File: src/rtl/cv32e40p_instr_obi_arbiter.sv
// Two-requester round-robin arbiter onto one OBI instruction memory port.
// Latency: grant and response are combinational pass-throughs (0 cycles added).
// Backpressure: the memory port is held off while DEPTH transactions are outstanding.
//
// Ports:
//   clk, rst_n            clock, asynchronous active-low reset
//   m0_*/m1_*             requester-side OBI (req/addr in; gnt/rvalid/rdata/err out)
//   s_*                   memory-side OBI (req/addr out; gnt/rvalid/rdata/err in)
//   busy_o                high while any granted transaction awaits its response
module cv32e40p_instr_obi_arbiter #(
  parameter int unsigned DEPTH = 2
) (
  input  logic        clk,
  input  logic        rst_n,
  input  logic        m0_req_i,
  input  logic [31:0] m0_addr_i,
  output logic        m0_gnt_o,
  output logic        m0_rvalid_o,
  output logic [31:0] m0_rdata_o,
  output logic        m0_err_o,
  input  logic        m1_req_i,
  input  logic [31:0] m1_addr_i,
  output logic        m1_gnt_o,
  output logic        m1_rvalid_o,
  output logic [31:0] m1_rdata_o,
  output logic        m1_err_o,
  output logic        s_req_o,
  output logic [31:0] s_addr_o,
  input  logic        s_gnt_i,
  input  logic        s_rvalid_i,
  input  logic [31:0] s_rdata_i,
  input  logic        s_err_i,
  output logic        busy_o
);

  localparam int unsigned CW = $clog2(DEPTH + 1);
  localparam int unsigned PW = (DEPTH > 1) ? $clog2(DEPTH) : 1;

  // Round-robin pointer (0 = m0 has priority) and OBI stability lock.
  logic ptr_q, ptr_d;
  logic lock_q, lock_d;
  logic owner_q, owner_d;

  // In-order ID FIFO: one bit per outstanding transaction naming its requester.
  logic [DEPTH-1:0] id_q, id_d;
  logic [PW-1:0]    wr_q, wr_d, rd_q, rd_d;
  logic [CW-1:0]    cnt_q, cnt_d;

  logic        sel;
  logic        sel_req;
  logic        full, empty;
  logic        accept, pop;
  logic        head;
  logic        owner_req;

  function automatic logic [PW-1:0] nxt(input logic [PW-1:0] p);
    return (p == PW'(DEPTH - 1)) ? '0 : p + PW'(1);
  endfunction

  assign full      = (cnt_q == CW'(DEPTH));
  assign empty     = (cnt_q == '0);
  assign owner_req = owner_q ? m1_req_i : m0_req_i;

  always_comb begin
    sel = ptr_q;
    if (lock_q) begin
      sel = owner_q;
    end else if (m0_req_i && !m1_req_i) begin
      sel = 1'b0;
    end else if (m1_req_i && !m0_req_i) begin
      sel = 1'b1;
    end
  end

  assign sel_req  = sel ? m1_req_i : m0_req_i;
  // No bypass at full: a same-cycle pop does not free a slot until next cycle.
  assign s_req_o  = sel_req && !full;
  assign s_addr_o = sel_req ? (sel ? m1_addr_i : m0_addr_i) : 32'h0;
  assign accept   = s_req_o && s_gnt_i;
  assign m0_gnt_o = accept && !sel;
  assign m1_gnt_o = accept && sel;

  // A response with nothing outstanding is dropped rather than routed.
  assign pop         = s_rvalid_i && !empty;
  assign head        = id_q[rd_q];
  assign m0_rvalid_o = pop && !head;
  assign m1_rvalid_o = pop && head;
  assign m0_rdata_o  = m0_rvalid_o ? s_rdata_i : 32'h0;
  assign m1_rdata_o  = m1_rvalid_o ? s_rdata_i : 32'h0;
  assign m0_err_o    = m0_rvalid_o && s_err_i;
  assign m1_err_o    = m1_rvalid_o && s_err_i;
  assign busy_o      = !empty;

  always_comb begin
    ptr_d   = ptr_q;
    lock_d  = lock_q;
    owner_d = owner_q;
    if (accept) begin
      ptr_d  = !sel;
      lock_d = 1'b0;
    end else if (s_req_o) begin
      // Ungranted request: freeze the selection so the address cannot change.
      lock_d  = 1'b1;
      owner_d = sel;
    end else if (lock_q && !owner_req) begin
      lock_d = 1'b0;
    end
  end

  always_comb begin
    id_d = id_q;
    wr_d = wr_q;
    rd_d = rd_q;
    if (accept) begin
      id_d[wr_q] = sel;
      wr_d       = nxt(wr_q);
    end
    if (pop) begin
      rd_d = nxt(rd_q);
    end
    case ({accept, pop})
      2'b10:   cnt_d = cnt_q + CW'(1);
      2'b01:   cnt_d = cnt_q - CW'(1);
      default: cnt_d = cnt_q;
    endcase
  end

  always_ff @(posedge clk or negedge rst_n) begin
    if (!rst_n) begin
      ptr_q   <= 1'b0;
      lock_q  <= 1'b0;
      owner_q <= 1'b0;
      id_q    <= '0;
      wr_q    <= '0;
      rd_q    <= '0;
      cnt_q   <= '0;
    end else begin
      ptr_q   <= ptr_d;
      lock_q  <= lock_d;
      owner_q <= owner_d;
      id_q    <= id_d;
      wr_q    <= wr_d;
      rd_q    <= rd_d;
      cnt_q   <= cnt_d;
    end
  end

`ifndef SYNTHESIS
  a_addr_stable: assert property (@(posedge clk) disable iff (!rst_n)
    (s_req_o && !s_gnt_i) |=> (!s_req_o || $stable(s_addr_o)));
  a_cnt_bound: assert property (@(posedge clk) disable iff (!rst_n)
    cnt_q <= CW'(DEPTH));
  a_gnt_onehot: assert property (@(posedge clk) disable iff (!rst_n)
    !(m0_gnt_o && m1_gnt_o));
  a_rvalid_onehot: assert property (@(posedge clk) disable iff (!rst_n)
    !(m0_rvalid_o && m1_rvalid_o));
  // Requester-side and memory-side protocol violations are reported, not fatal.
  a_lock_owner_held: assert property (@(posedge clk) disable iff (!rst_n)
    !(lock_q && !owner_req))
    else $warning("lock owner dropped its request before grant");
  a_rvalid_outstanding: assert property (@(posedge clk) disable iff (!rst_n)
    !(s_rvalid_i && empty))
    else $warning("memory response with no outstanding transaction");
`endif

endmodule

File: config.mk
export PLATFORM = sky130hd
export DESIGN_NAME = cv32e40p_instr_obi_arbiter
export DESIGN_NICKNAME = d
export VERILOG_FILES = /design/src/rtl/cv32e40p_instr_obi_arbiter.sv
export SDC_FILE = /design/constraint.sdc
export NUM_CORES = 1
export LEC_CHECK = 0
export ABC_AREA = 1
export BUFFER_PORTS_ARGS = -buffer_cell sky130_fd_sc_hd__buf_4
export CAP_MARGIN = 20
export CORE_AREA = 2 2 80 82
export CTS_CLUSTER_DIAMETER = 80
export DETAILED_ROUTE_END_ITERATION = 16
export DIE_AREA = 0 0 82 84
export GPL_TIMING_DRIVEN = 1
export PLACE_DENSITY = 0.7
export SYNTH_ARGS = -nofsm -noshare
export SYNTH_HDL_FRONTEND = slang
export SYNTH_SLANG_ARGS = --single-unit
File: constraint.sdc
create_clock -name clk -period 4.8 [get_ports clk]
set_input_delay 0.72 -clock clk [delete_from_list [all_inputs] [get_ports clk]]
set_output_delay 0.72 -clock clk [all_outputs]
set_load 0.01 [all_outputs]
### Yosys cells after proc, flatten, opt, wreduce, memory -nomap -nowiden

Index checks and enable logic that the tools add are counted.
Widths: inputs -> output; s select.

* logic and storage cells: 62
* flip-flop bits (word level): 9
* input port bits: 103
* output and inout bits: 104

* bitwise logic cells: 1
* reductions and logical operators: 24
* add/subtract/negate cells: 4
* multiplexer cells: 20
* eq/ne operators: 3
* $lt $le $gt $ge: 3

Operators with widths (count)
* $mux 32: 4
* $logic_and 1x1->1: 13
* $mux 1: 13
* $logic_not 1->1: 7
* $eq 2x2->1 const B: 2
* $lt 1x2->1 const B: 2
* $pmux 2 s2: 1
* $reduce_bool 3->1: 1
* $add 1x1->1 const B: 2
* $add 2x1->2 const B: 1
* $bwmux 2: 1
* $eq 2x1->1 const B: 1
* $logic_not 2->1: 1
* $reduce_and 2->1: 1
* $reduce_bool 2->1: 1
* $sub 2x1->2 const B: 1
* $demux 1 s1: 1
* $ge 1x1->1 const B: 1
* $not 1->1: 1

### Depth between registers and ports, before layout

* word-level depth: 10
* mapped depth: 13
* gate-level depth less buffers: 13

### Worst setup path after synthesis

No wires, ideal clock.

* path type: in2out
* from: input m0_req_i
* to: output s_addr_o[10]
* path slack: 2.547 ns
* data arrival time: 1.533 ns
* data required time: 4.080 ns
* stages on the path: 8
* path buffers: 1
* cell sequence: a21oi_1 nand2_2 nand2_4 nand2_1 nand2_2 buf_6 nand2_1 inv_1

* cells in the longest elaborated chain, start to end: 7
* elaborated cells on any way between the ends: 9
* those cells by class: mux: 6; reduce/logical: 3

RTL lines
* start, declared: line 15 `input logic m0_req_i,`
* $logic_not 1->1: line 70 `end else if (m1_req_i && !m0_req_i) begin`
* $logic_and 1x1->1: line 70
* $mux 1: line 70
* $mux 1: line 68 `end else if (m0_req_i && !m1_req_i) begin`
* $mux 1: line 66 `if (lock_q) begin`
* $mux 32 or $mux 1 (tied branches): line 78, 75
* $mux 32 *: line 78 `assign s_addr_o = sel_req ? (sel ? m1_addr_i : m0_addr_i) : 32'h0;`
* end, declared: line 28 `output logic [31:0] s_addr_o,`

Mark *: on every way between the ends. The rest lies on a longest branch, timed or not.

### Worst setup path after layout

* from: input m0_req_i
* to: output s_addr_o[1]

Same word-level chain as after synthesis.

==> impl_summary.txt <==
----------------------------------------------------
[STA]
  Minimum period implied by the final worst setup slack ... ~3.1 ns
  Fmax ... approximately 320 MHz
  Portion of the clock cycle consumed by the worst path in the final layout ... roughly two thirds
  Setup violation total in the final timing report ... 0
  Measured slew at the worst slew-check pin ... 0.643 ns
  Hold WS ... a little over 0.3 ns
  Count of endpoints failing hold in the final timing report ... 0
  Setup repair after global routing missed its margin ... false
  Worst-case headroom to the max-slew limit ... a little under three fifths
  Max-slew violation count ... 0
  Post-Route Setup TNS ... 0 ns
  Worst clock skew ... 0.00601 ns

[Clocking]
  Sinks on Clock Net ... 9
  Root buffer cell ... sky130_fd_sc_hd__clkbuf_8
  Clock buffer depth ... 2
  Clock buffer count from CTS ... 3
  Post-cts gate resize count ... 0
  Hold-fix buffers, CTS ... 0
  CTS tree ... done
  H-tree level count ... 1
  Buffers inserted by post-CTS timing repair ... 0
  Post-CTS clock slew at the launch and capture registers of the worst setup and hold paths ... 0.05 ns
  Later-pin clock latency in the skew report ... 0.23 ns

[Layout]
  Most common cell after layout, fill and taps aside ... sky130_fd_sc_hd__buf_4
  Filler Cell Count ... 611
  Cell area after layout ... 0.00322 sq mm
  Multi-input combinational cell area ... 973 sq um
  Area growth, synth to finish ... 98.3%
  Antenna Cells ... 0
  Number of nets at the end of the flow ... 645
  Most frequent cells in the layout ... 206 x sky130_fd_sc_hd__buf_4, 147 x sky130_fd_sc_hd__nand2_1, 77 x sky130_fd_sc_hd__inv_1
  Share of the core filled with cells in the final layout ... 52.8%
  Fraction of layout instances using a drive strength above 1 ... 40.6%
  Sequential cell area ... 225 sq um

[Floorplan]
  Die Footprint ... 0.00689 sq mm
  Num rows ... 29
  Initial standard-cell utilization of the core ... 26.6%
  Floorplan die height ... approximately 84 microns
  Count of boundary I/O pins ... 207
  Core ar. ... 0.00610 sq mm
  X dimension of the die ... 82 microns

[Power]
  Static leakage ... 2.30 nW
  Total power divided by cell area ... 455 mW/mm^2
  Peak supply drop ... 0.243 mV

[Drt]
  Initial DRC count ... 101
  Number of detailed-routing iterations run before antenna repair ... 4
  Total Routed Length ... 6580 microns
  Average wire length per cell after detail routing ... 10.7 microns
  Total number of vias ... 2563
  Post-DR vias/cell ... a little over 4
  Remaining number of nets flagged by the antenna check after routing ... 0
  DR DRC count ... 0

[GRT]
  First-pass GRT wire length ... 9950 microns
  Number of global-route vias before repair ... 2201
  GRT Residual Overflow ... 0
  Maximum number of pins on one net before global-route repair ... 38
  Overall Global Routing Usage ... 17.4%
  Antenna violations before repair ... 0

[Placed design]
  DP Area ... 0.00315 sq mm
  Routability congestion estimate from global placement ... 0.893
  HPWL Detailed ... 5350 microns
  PortBufs ... between 200 and 250

[Setup path]
  Cell type of the slowest stage on the worst timing path ... sky130_fd_sc_hd__nand2_2
  Crit path buf inv count ... 3
  Crit start category ... input port
  CP Max Fanout ... 37
  Kind of cell adding the most delay to the critical path ... simple AND/OR/NAND/NOR gates
  Cells along the critical path ... buf_4 > a21oi_1 > nand2_2 > nand2_4 > nand2_1 > nand2_2 > nand2_1 > inv_1 > buf_4
  Worst setup path category ... input port to output pin
  Critical path capture point type ... output pin
  Required time of the critical path ... 4.08 ns
  Largest incremental delay on the critical path ... approximately 0.50 ns
  Data arrival at the endpoint of the critical path ... 2.40 ns

[Synth]
  Cell variety after synth ... 21
  Cell Area, Synth ... around 0.0016 sq mm
  FF+latch count, synth ... 9
  Post-Synthesis Net Count ... 448
  Post-Synthesis Cells ... 344
  Mean instance size in the synthesized netlist ... 4.72 sq um
  Yosys Warn Count ... 0
  Sequential area share after synthesis ... 13.9%

[Outcome]
  Run status ... finished clean

[Flow run]
  Maximum capacitance violations ... 0

[Hold path]
  Worst min-delay path class ... input port to asynchronous set/reset pin

----------------------------------------------------
-- registers in the layout (all words and copies together), names as in the netlist --
name	cells
rd_q	1
id_q	2
lock_q	1
cnt_q	2
ptr_q	1
owner_q	1
wr_q	1
-- path summary, 6_finish.rpt --
check	cells past startpoint	slack, ns	startpoint	endpoint
max in group asynchronous	1	4.36	rst_n	id_q[1]$_DFFE_PN0P_
setup reg to reg	12	2.66	ptr_q$_DFFE_PN0N_	cnt_q[1]$_DFFE_PN0P_
hold / removal	1	0.30	rst_n	wr_q$_DFFE_PN0N_
min in group clk	2	0.48	id_q[1]$_DFFE_PN0P_	id_q[1]$_DFFE_PN0P_
hold reg to reg	2	0.48	id_q[1]$_DFFE_PN0P_	id_q[1]$_DFFE_PN0P_
setup / recovery	9	1.68	m0_req_i	s_addr_o[1]
-- cell usage after synthesis --
cell                        n  share of area (%)
sky130_fd_sc_hd__xor2_1     1               0.54
sky130_fd_sc_hd__mux2i_1    1               0.62
sky130_fd_sc_hd__inv_1     77                 18
sky130_fd_sc_hd__nor2_4     1               0.69
sky130_fd_sc_hd__nand2_2    2               0.77
sky130_fd_sc_hd__nand4_1    2               0.77
sky130_fd_sc_hd__ha_1       1               0.77
sky130_fd_sc_hd__inv_2      4               0.92
sky130_fd_sc_hd__buf_6      6                4.2
sky130_fd_sc_hd__dfrtp_1    9                 14
sky130_fd_sc_hd__o21ai_1    1               0.31
sky130_fd_sc_hd__nand3_1    5                1.5
sky130_fd_sc_hd__nand2_1  147                 34
sky130_fd_sc_hd__buf_4      3                1.4
sky130_fd_sc_hd__nand2_4    1               0.69
sky130_fd_sc_hd__nor2_1    68                 16
sky130_fd_sc_hd__a21oi_1    2               0.62
sky130_fd_sc_hd__nand3_2    1               0.62
sky130_fd_sc_hd__buf_2      6                1.9
sky130_fd_sc_hd__xnor2_1    2                1.1
sky130_fd_sc_hd__o21ai_0    4                1.2
-- area by class of cell --
cell class                      count  share of cell area, %
Clock buffer                        4                   1.40
Inverter                           81                   9.45
Multi-Input combinational cell    239                   30.2
Sequential cell                     9                   7.00
Tap cell                           77                   2.99
Timing Repair Buffer              207                   48.9
-- stage by stage --
stage	cells	total power [W]	setup slack, ns
floorplan	344	0.000878	2.55
global placement	612	0.00135	1.72
detailed placement	612	0.00137	1.66
CTS	616	0.00146	1.67
global route	617	0.00162	1.51
finish	617	0.00146	1.68
-- report_power, final --
group           total, W  switching, W  internal, W
clock          0.0000866     0.0000288    0.0000578
sequential      0.000142     0.0000273     0.000115
combinational    0.00123      0.000694     0.000540
total            0.00146      0.000750     0.000713
-- routing by layer --
layer,vias to the layer above,wire length [microns],GRT usage (%)
li1,1350,-,-
met1,1080,2470,20.6
met2,119,3370,31.4
met3,14,598,2.49
met4,0,142,5.45
met5,-,0,0
-- cell families after synthesis --
logic type | Yosys count | share of synthesized area (%)
flops | 9 | 13.9
compound gates | 7 | 2.16
buf+inv | 96 | 26.1
simple gates | 227 | 54.8
mux | 1 | 0.617
fa+ha+maj | 1 | 0.771
xor+xnor | 3 | 1.62
Note: power is estimated with default switching activity, not from simulation.
